File: src/rtl/mc_control.sv
// Multi-cycle MIPS main control: sequences fetch through write-back and counts retired instructions.
// Define MC_BNE_EN to accept bne (000101) as a branch on !zero; otherwise it decodes as illegal.
module mc_control (
   input  logic        clock,
   input  logic        reset_n,
   input  logic [5:0]  opcode,
   input  logic        zero,
   input  logic        mem_ready,
   output logic        pc_write,
   output logic        pc_branch,
   output logic [1:0]  pc_source,
   output logic        i_or_d,
   output logic        mem_read,
   output logic        mem_write,
   output logic        ir_write,
   output logic        reg_dst,
   output logic        mem_to_reg,
   output logic        reg_write,
   output logic        alu_src_a,
   output logic [1:0]  alu_src_b,
   output logic        ext_zero,
   output logic [2:0]  ula_operation,
   output logic        illegal,
   output logic        retired,
   output logic [31:0] instr_count
);

   typedef enum logic [3:0] {
      FETCH, DECODE, MEM_ADDR, MEM_READ, MEM_WB, MEM_WRITE,
      R_EXEC, R_WB, BRANCH, JUMP, I_EXEC, I_WB
   } state_t;

   state_t      state, next;
   logic [31:0] count;

   logic is_lw, is_sw, is_r, is_beq, is_bne, is_j, is_imm;

   assign is_lw  = (opcode == 6'b100011);
   assign is_sw  = (opcode == 6'b101011);
   assign is_r   = (opcode == 6'b000000);
   assign is_beq = (opcode == 6'b000100);
   assign is_bne = (opcode == 6'b000101);
   assign is_j   = (opcode == 6'b000010);
   assign is_imm = (opcode == 6'b001000) || (opcode == 6'b001010) ||
                   (opcode == 6'b001100) || (opcode == 6'b001101) ||
                   (opcode == 6'b001110) || (opcode == 6'b001111);

   assign instr_count = count;

   always_ff @(posedge clock) begin
      if (!reset_n) begin
         state <= FETCH;
         count <= '0;
      end else begin
         state <= next;
         if (retired)
            count <= count + 32'd1;
      end
   end

   always_comb begin
      next          = state;
      pc_write      = 1'b0;
      pc_branch     = 1'b0;
      pc_source     = 2'b00;
      i_or_d        = 1'b0;
      mem_read      = 1'b0;
      mem_write     = 1'b0;
      ir_write      = 1'b0;
      reg_dst       = 1'b0;
      mem_to_reg    = 1'b0;
      reg_write     = 1'b0;
      alu_src_a     = 1'b0;
      alu_src_b     = 2'b00;
      ext_zero      = 1'b0;
      ula_operation = 3'b000;
      illegal       = 1'b0;
      retired       = 1'b0;
      // Everything stays quiet while reset is asserted.
      if (reset_n) begin
         unique case (state)
            FETCH: begin
               mem_read  = 1'b1;
               alu_src_b = 2'b01;
               ir_write  = mem_ready;
               pc_write  = mem_ready;
               if (mem_ready)
                  next = DECODE;
            end
            DECODE: begin
               alu_src_b = 2'b11;
               unique case (1'b1)
                  is_lw, is_sw: next = MEM_ADDR;
                  is_r:         next = R_EXEC;
                  is_beq:       next = BRANCH;
`ifdef MC_BNE_EN
                  is_bne:       next = BRANCH;
`endif
                  is_j:         next = JUMP;
                  is_imm:       next = I_EXEC;
                  default: begin
                     illegal = 1'b1;
                     next    = FETCH;
                  end
               endcase
            end
            MEM_ADDR: begin
               alu_src_a = 1'b1;
               alu_src_b = 2'b10;
               next      = is_sw ? MEM_WRITE : MEM_READ;
            end
            MEM_READ: begin
               mem_read = 1'b1;
               i_or_d   = 1'b1;
               if (mem_ready)
                  next = MEM_WB;
            end
            MEM_WB: begin
               reg_write  = 1'b1;
               mem_to_reg = 1'b1;
               retired    = 1'b1;
               next       = FETCH;
            end
            MEM_WRITE: begin
               mem_write = 1'b1;
               i_or_d    = 1'b1;
               retired   = mem_ready;
               if (mem_ready)
                  next = FETCH;
            end
            R_EXEC: begin
               alu_src_a     = 1'b1;
               ula_operation = 3'b010;
               next          = R_WB;
            end
            R_WB: begin
               reg_write = 1'b1;
               reg_dst   = 1'b1;
               retired   = 1'b1;
               next      = FETCH;
            end
            BRANCH: begin
               alu_src_a     = 1'b1;
               ula_operation = 3'b001;
               pc_source     = 2'b01;
               pc_branch     = is_bne ? !zero : zero;
               retired       = 1'b1;
               next          = FETCH;
            end
            JUMP: begin
               pc_write  = 1'b1;
               pc_source = 2'b10;
               retired   = 1'b1;
               next      = FETCH;
            end
            I_EXEC: begin
               alu_src_a = 1'b1;
               alu_src_b = 2'b10;
               unique case (opcode)
                  6'b001010: ula_operation = 3'b011;
                  6'b001100: begin ula_operation = 3'b100; ext_zero = 1'b1; end
                  6'b001101: begin ula_operation = 3'b101; ext_zero = 1'b1; end
                  6'b001110: begin ula_operation = 3'b110; ext_zero = 1'b1; end
                  6'b001111: ula_operation = 3'b111;
                  default:   ula_operation = 3'b000;
               endcase
               next = I_WB;
            end
            I_WB: begin
               reg_write = 1'b1;
               retired   = 1'b1;
               next      = FETCH;
            end
            default: next = FETCH;
         endcase
      end
   end

endmodule

File: config.mk
export PLATFORM = sky130hd
export DESIGN_NAME = mc_control
export DESIGN_NICKNAME = d
export VERILOG_FILES = /design/src/rtl/mc_control.sv
export SDC_FILE = /design/constraint.sdc
export NUM_CORES = 1
export LEC_CHECK = 0
export CAP_MARGIN = 5
export CORE_MARGIN = 8
export CORE_UTILIZATION = 45
export DETAILED_ROUTE_END_ITERATION = 16
export PLACE_DENSITY = 0.86
export SYNTH_ARGS = -nofsm -noshare
export SYNTH_HDL_FRONTEND = slang
export SYNTH_SLANG_ARGS = --single-unit
File: constraint.sdc
create_clock -name clock -period 5.1 [get_ports clock]
set_input_delay 1.53 -clock clock [delete_from_list [all_inputs] [get_ports clock]]
set_output_delay 1.53 -clock clock [all_outputs]
set_load 0.03 [all_outputs]
# Word level (Yosys, flattened, before mapping)
# Cells that the tools add are included.
# Widths: inputs -> output; s select.
[classes] n_addsub=1 n_reduce_logical=18 mux=42 eq_ne=25
[ops] operator="$eq 6x4->1 const B" n=6
[ops] operator="$add 32x1->32 const B" n=1
[ops] operator="$pmux 4 s7" n=1
[ops] operator="$mux 1" n=27
[ops] operator="$pmux 4 s5" n=1
[ops] operator="$eq 4x3->1 const B" n=4
[ops] operator="$eq 4x4->1 const B" n=4
[ops] operator="$pmux 3 s5" n=1
[ops] operator="$eq 6x3->1 const B" n=2
[ops] operator="$eq 6x6->1 const B" n=2
[ops] operator="$mux 4" n=3
[ops] operator="$pmux 3 s3" n=1
[ops] operator="$eq 4x2->1 const B" n=2
[ops] operator="$reduce_or 2->1" n=4
[ops] operator="$eq 6x2->1 const B" n=1
[ops] operator="$logic_not 6->1" n=1
[ops] operator="$mux 3" n=2
[ops] operator="$ne 2x2->1 const B" n=3
[ops] operator="$pmux 2 s3" n=1
[ops] operator="$reduce_or 3->1" n=2
[ops] operator="$reduce_or 6->1" n=1
[ops] operator="$logic_or 1x1->1" n=5
[ops] operator="$reduce_or 5->1" n=1
[ops] operator="$eq 4x1->1 const B" n=1
[ops] operator="7 further kinds" n=9
[word_totals] regBits=36 output_inout_bits=52 input_bits=10 word_cells=88

# Logic depth before layout (Yosys ltp)
# Gate-level depths: netlist of run 1.
[logic_depth] word_depth=10 ltp_mapped=8 mapped_depth_nobuf=6

# Worst setup path after synthesis of run 1
# OpenSTA, ideal clock, no wires.
[synth_timing] kind="input to output" start="input port reset_n" end="output port pc_write" setup_slack_ps=627 path_stages=4 required_time_ps=3570 n_path_buf=1 t_arrival_ps=2943 path_cell_list="clkbuf_1 nand2_1 nor3_1 or2_2"
[synth_between] elab_chain_cells=1
[synth_lines] element="start, declared" line_no="5" rtl="input logic reset_n,"
[synth_lines] element="$mux 1" line_no="80" rtl="if (reset_n) begin"
[synth_lines] element="end, declared" line_no="9" rtl="output logic pc_write,"
# No other way between the ends.

# Final worst setup path of run 1
[layout_timing] start="input port opcode[2]" end="output port pc_branch"
[layout_between] elab_chain_cells=4
[layout_lines] element="start, declared" line_no="6" rtl="input logic [5:0] opcode,"
[layout_lines] element="$eq 6x3->1" line_no="42" rtl="assign is_bne = (opcode == 6'b000101);"
[layout_lines] element="$mux 1" line_no="146" rtl="pc_branch = is_bne ? !zero : zero;"
[layout_lines] element="$mux 1" line_no="81" rtl="unique case (state)"
[layout_lines] element="$mux 1" line_no="80"
[layout_lines] element="end, declared" line_no="10" rtl="output logic pc_branch,"
# No other way between the ends.

==> flow_summary.toml, run 1 <==
[worst_setup_path]
cp_max_fo = 9
reg2reg_depth = 6
reg2reg_slack_ns = 2.50
critPathRequiredTime_ns = 3.57
endpoint = "pc_branch"
r2r_end = "instr_count[31]$_SDFFE_PN0P_"
crit_arrival_ns = 3.42
endpoint_kind = "output port"
crit_type = "primary input to output port"
r2r_start = "state[3]$_SDFFE_PN0P_"
cp-start-kind = "primary input"
cp-startpoint = "opcode[2]"

[grt]
grt_pass1_vias = 2147
grt_pass1_wl_um = 9870
grt_overflow_total = 0
grt_max_degree = 30
antenna_found_initial = 0
track_usage_pct = 15.7

[clock_network]
cts_made_buffers = 5
clk_latency_ns = 0.29
cts_tree = "done"
postCtsSetupBuffers = 0
h-tree-depth = 2
clkTransAtPathRegs_ns = 0.07
cts_max_path_buffers = 2
hold_buffers = 0
ctsResizeCount = 0
clock-sinks = 36
cts-root-buf = "clkbuf_8"

[routing]
dr.pass1.iters = 4
drt_iter0_drc = 307
highest_layer = "met4"
wl_met2_um = 2830
met1_length_um = 2580
num_vias = 2273
routed_wl_um = 5890
vias_per_cell = 5.52
wl_met3_um = 422
postRouteAntennaNets = 0
wl_per_cell_um = 14.3
drc_errors = 0

[synth]
synth_area_per_cell_um2 = 7.87
ys_seq_area_share_pct = 31.8
ys_warn_count = 0
syn_inst = 288
synth_seq_cells = 36
netlist_area_mm2 = 0.00227
netlist.area_leader.share_pct = 31.8
synth.area.top_cells = "dfxtp_1 32%, xnor2_1 9.7%, nor2_1 7.0%, nor4_2 6.1%, a21oi_1 3.5%"
yosysTopAreaCell = "dfxtp_1"
syn-num-nets = 299
yosys.cell_types.count = 44

[power]
sequentialPowerShare_pct = 50.8
ir_drop_mv = 0.194
pwr-share-comb_pct = 11.2
clkPwrFrac_pct = 38.0
leakagePower_nw = 0.924
p_int_w = 0.000418
power.density_mw_per_mm2 = 190
switching_share_pct = 26.1
p_sw_w = 0.000148

[sta]
tns_ns = 0
finalCritPeriodShare_pct = 97.1
holdWs_ns = 0.483
setup_ws_ns = 0.146
finalSetupViolCount = 0
final_hold_viol_count = 0
slew_viol_final = 0
slew-limit-headroom_pct = 48.4
post-route-min-period_ns = 4.95
grt_setup_unrepaired = "false"
worst_slew_pin_slew_ns = 0.771
fmax_mhz = 202
fin_skew_ns = 0.00990

[final_layout]
syn2layout_area_growth_pct = 31.4
antenna-diode-count = 0
drive_above_1_share_pct = 10.2
nNetsFinal = 352
fin_cells = 412
utilization_pct = 59.8

[placement]
placed_cells = 404
gp_congestion = 0.856
portBuffers = 61
dp_hpwl_um = 4300
pre_cts_slack_ns = 0.147

[floorplan]
num_rows = 26
die_h_um = 87.0
io_pins = 62
dieArea_mm2 = 0.00756
die_x_um = 87.0
initial_utilization_pct = 45.5
core_area_mm2 = 0.00498

[worst_hold_path]
hold_path_depth = 2
hold_class = "flip-flop to flip-flop"

[run_status]
outcome = "complete, no violations"

[job]
cap_violations = 0
[area by class of cell]
type | count | area [µm²]
clock buffers | 7 | 86.3
clock inverters | 1 | 7.51
fillers | 429 | 2000
inverters | 11 | 41.3
multi-input cells | 222 | 1410
flip-flops and latches | 36 | 721
well taps | 70 | 87.6
repair buffers | 65 | 626
[worst min-delay path by stage]
stage	start	endpoint	slack, ns
floorplan	instr_count[31]$_SDFFE_PN0P_	instr_count[31]$_SDFFE_PN0P_	0.59
global placement	instr_count[31]$_SDFFE_PN0P_	instr_count[31]$_SDFFE_PN0P_	0.45
detailed placement	instr_count[31]$_SDFFE_PN0P_	instr_count[31]$_SDFFE_PN0P_	0.48
CTS	instr_count[31]$_SDFFE_PN0P_	instr_count[31]$_SDFFE_PN0P_	0.49
global route	instr_count[31]$_SDFFE_PN0P_	instr_count[31]$_SDFFE_PN0P_	0.53
finish	instr_count[31]$_SDFFE_PN0P_	instr_count[31]$_SDFFE_PN0P_	0.48
[cells by family (layout without fill, tap and decap cells)]
family                     count (synthesis)  count (layout)  synth area share [%]
xor gates and xnor gates                  29              29                  11.2
AOI/OAI and AO/OA                         36              36                  9.94
adders and majority gates                  2               2                 0.994
DFF                                       36              36                  31.8
and+or+nand+nor                          153             153                  39.1
muxes                                      2               2                 0.884
buffers and inverters                     30              84                  6.07
[cells in the mapped netlist, drive strengths merged]
library cell and n:
nor2 42, dfxtp 36, xnor2 25, nand2 21, nor4 19, a21oi 16
nand3 16, nor3 15, clkbuf 11, inv 10, nand4 9, o21ai 9
buf 8, and4 6, nand2b 5, nor2b 4, xor2 4, and3 3
or3 3, and2 2, mux2i 2, nand4b 2, o21a 2, o22ai 2
or2 2, a2111o 1, a2111oi 1, a211oi 1, a32o 1, and4b 1
and4bb 1, clkinv 1, ha 1, maj3 1, nor3b 1, o221a 1
o311ai 1, o32ai 1, or4bb 1
[placed cells by master, fill, tap and decap left out, drive strengths merged, types with 7 or more instances in the layout]
cell type | synthesis | final
nand3 | 16 | 16
buf | 8 | 10
o21ai | 9 | 9
clkbuf | 11 | 7
clkdlybuf4s50 | 0 | 55
nor2 | 42 | 42
nand4 | 9 | 9
dfxtp | 36 | 36
nor4 | 19 | 19
xnor2 | 25 | 25
nand2 | 21 | 21
nor3 | 15 | 15
a21oi | 16 | 16
inv | 10 | 10
[per-stage QoR]
| stage | instance area [µm²] | power, W |
|---|---|---|
| finish | 2980 | 0.000566 |
| global route | 2980 | 0.000589 |
| CTS | 2980 | 0.000572 |
| detailed placement | 2880 | 0.000357 |
| global placement | 2880 | 0.000356 |
| floorplan | 2270 | 0.000332 |
[routing by layer]
metal / vias to the layer above / global-route usage (%)
met5: - / 0
met4: 0 / 4.38
met3: 8 / 5.00
met2: 79 / 26.0
met1: 1068 / 18.8
li1: 1118 / -
[worst max-delay path, cell delays in order]
cell             delay (ns)
clkdlybuf4s50_1        0.62
inv_1                  0.12
nor2_1                 0.13
nand4b_1               0.12
xor2_1                 0.15
nor2_1                 0.08
clkdlybuf4s50_1        0.67
[flip-flops by register name, indices dropped and copies added, names as in the netlist]
register     count
instr_count     32
state            4
[power groups by stage]
stage                     combinational [W]  clock, W  sequential (W)
after floorplan                   0.0000412         0        0.000291
after global placement            0.0000624         0        0.000294
after detailed placement          0.0000630         0        0.000294
after CTS                         0.0000633  0.000222        0.000287
after global routing              0.0000688  0.000232        0.000288
final                             0.0000634  0.000215        0.000287
Note: power is estimated with default switching activity, not from simulation.
==> inputs of run 2 (changes only) <==
- CORE_MARGIN: 8 -> default
- SKIP_CTS_REPAIR_TIMING: default -> 1
==> flow_summary.toml, run 2 (synthesis gave the netlist of run 1 again) <==
[final_layout]
utilization_pct = 62.6
largest_register_ffs = 32
final_cell_mix = "55 x clkdlybuf4s50_1, 42 x nor2_1, 36 x dfxtp_1, 25 x xnor2_1, 21 x nand2_1"
antenna-diode-count = 0
drive_above_1_share_pct = 9.65
syn2layout_area_growth_pct = 32.2
final_common_cell = "clkdlybuf4s50_1"
nNetsFinal = 352

[clock_network]
cts_made_buffers = 5
h-tree-depth = 2
cts_max_path_buffers = 2
clk_latency_ns = 0.29
clock-sinks = 36
clkTransAtPathRegs_ns = 0.07
cts_tree = "done"
cts-root-buf = "clkbuf_8"

[sta]
grt_setup_unrepaired = "false"
slew-limit-headroom_pct = 45.6
tns_ns = 0
finalCritPeriodShare_pct = 98.0
post-route-min-period_ns = 5.00
holdWs_ns = 0.477
finalSetupViolCount = 0
fin_skew_ns = 0.00785
worst_slew_pin_slew_ns = 0.814
fmax_mhz = 200
final_hold_viol_count = 0
slew_viol_final = 0

[worst_hold_path]
hold_path_startpoint = "instr_count[31]$_SDFFE_PN0P_"
hold_class = "flip-flop to flip-flop"

[grt]
grt_max_degree = 33
grt_pass1_vias = 2044
grt_overflow_total = 0
track_usage_pct = 22.7
antenna_found_initial = 0
grt_pass1_wl_um = 9470

[power]
power.density_mw_per_mm2 = 202
p_int_w = 0.000454
clkPwrFrac_pct = 41.7
p_sw_w = 0.000150
leakagePower_nw = 0.968
switching_share_pct = 24.9
fin_total_pwr_w = 0.000604
sequentialPowerShare_pct = 47.6
pwr-share-comb_pct = 10.7
ir_drop_mv = 0.166

[routing]
dr.pass1.iters = 4
drt_iter0_drc = 220
drc_errors = 0
vias_per_cell = 5.60
wl_per_cell_um = 14.1
routed_wl_um = 5760
postRouteAntennaNets = 0
num_vias = 2291

[floorplan]
core_area_mm2 = 0.00479
die_h_um = 73.0
io_pins = 62
initial_utilization_pct = 47.3
num_rows = 25
die_x_um = 73.0
dieArea_mm2 = 0.00532

[worst_setup_path]
reg2reg_slack_ns = 2.50
cpPeakStageDelay_ns = 0.75
cp_max_fo = 8
cp-start-kind = "primary input"
crit_path_top_delay_cell = "clkdlybuf4s50_1"
critPathRequiredTime_ns = 3.57
crit_arrival_ns = 3.47
cp_cell_sequence = "clkdlybuf4s50_1 > nand2b_1 > buf_4 > nor4_1 > clkdlybuf4s50_1"
endpoint_kind = "output port"
crit_type = "primary input to output port"
path_common_cell = "clkdlybuf4s50_1"
cp-startpoint = "reset_n"
r2r_start = "state[3]$_SDFFE_PN0P_"

[placement]
gp_congestion = 0.879
portBuffers = 61
dp_hpwl_um = 4070

[run_status]
outcome = "complete, no violations"

[job]
cap_violations = 0
==> run 2: changes by cell type in the layout (fill, tap and decap cells not counted), sizes merged <==
| cell | previous run | this run |
|---|---|---|
| clkbuf | 7 | 6 |
| bufinv | 0 | 1 |
| dlymetal6s2s | 0 | 2 |
| clkinvlp | 1 | 0 |
| buf | 10 | 8 |
| clkinv | 1 | 2 |
==> run 2: worst paths after layout <==
| check | cells after the start | end |
|---|---|---|
| worst max-delay path | 5 | mem_read |
| worst max register to register | 6 | instr_count[31]$_SDFFE_PN0P_ |
| worst min-delay path | 2 | instr_count[31]$_SDFFE_PN0P_ |
| worst min register to register | 2 | instr_count[31]$_SDFFE_PN0P_ |
==> run 2: layout make-up <==
| cell class | instances | area (µm²) |
|---|---|---|
| timing repair buffer | 65 | 636 |
| clock buffer | 6 | 72.6 |
| fill | 426 | 1790 |
| sequential | 36 | 721 |
| clock inverter | 2 | 35.0 |
| multi-input combinational | 222 | 1410 |
| inverter | 11 | 41.3 |
| tap | 67 | 83.8 |
==> run 2: power by group through the flow <==
stage / clock network (W) / logic [W] / registers, W
after CTS: 0.000256 / 0.0000641 / 0.000287
after global placement: 0 / 0.0000626 / 0.000294
final: 0.000252 / 0.0000648 / 0.000287
after detailed placement: 0 / 0.0000635 / 0.000294
after floorplan: 0 / 0.0000412 / 0.000291
after global routing: 0.000268 / 0.0000699 / 0.000288
==> run 2: through the flow <==
step	setup slack, ns	cell area (µm²)	cells
after floorplan	0.627	2270	288
after global placement	0.118	2880	401
after detailed placement	0.0461	2880	401
after CTS	0.0357	2990	409
after global routing	0.0374	3000	409
final	0.104	3000	409
==> run 2: worst max-delay path, delay by kind of cell <==
family        cells  cell delay (ns)
simple gates      2             0.36
buf+inv           3             1.56
==> run 2: metal layers <==
layer	wire [µm]	part of all wire, %	GRT usage, %
met2	2850	49	37.3
met3	304	5.3	4.97
met4	74	1.3	6.75
met1	2530	44	29.9
met5	0	0	0
==> inputs of run 3 (changes only) <==
- SKIP_CTS_REPAIR_TIMING: 1 -> default
==> results of run 3 <==
Final layout, timing and power as in run 2 (identical DEF).
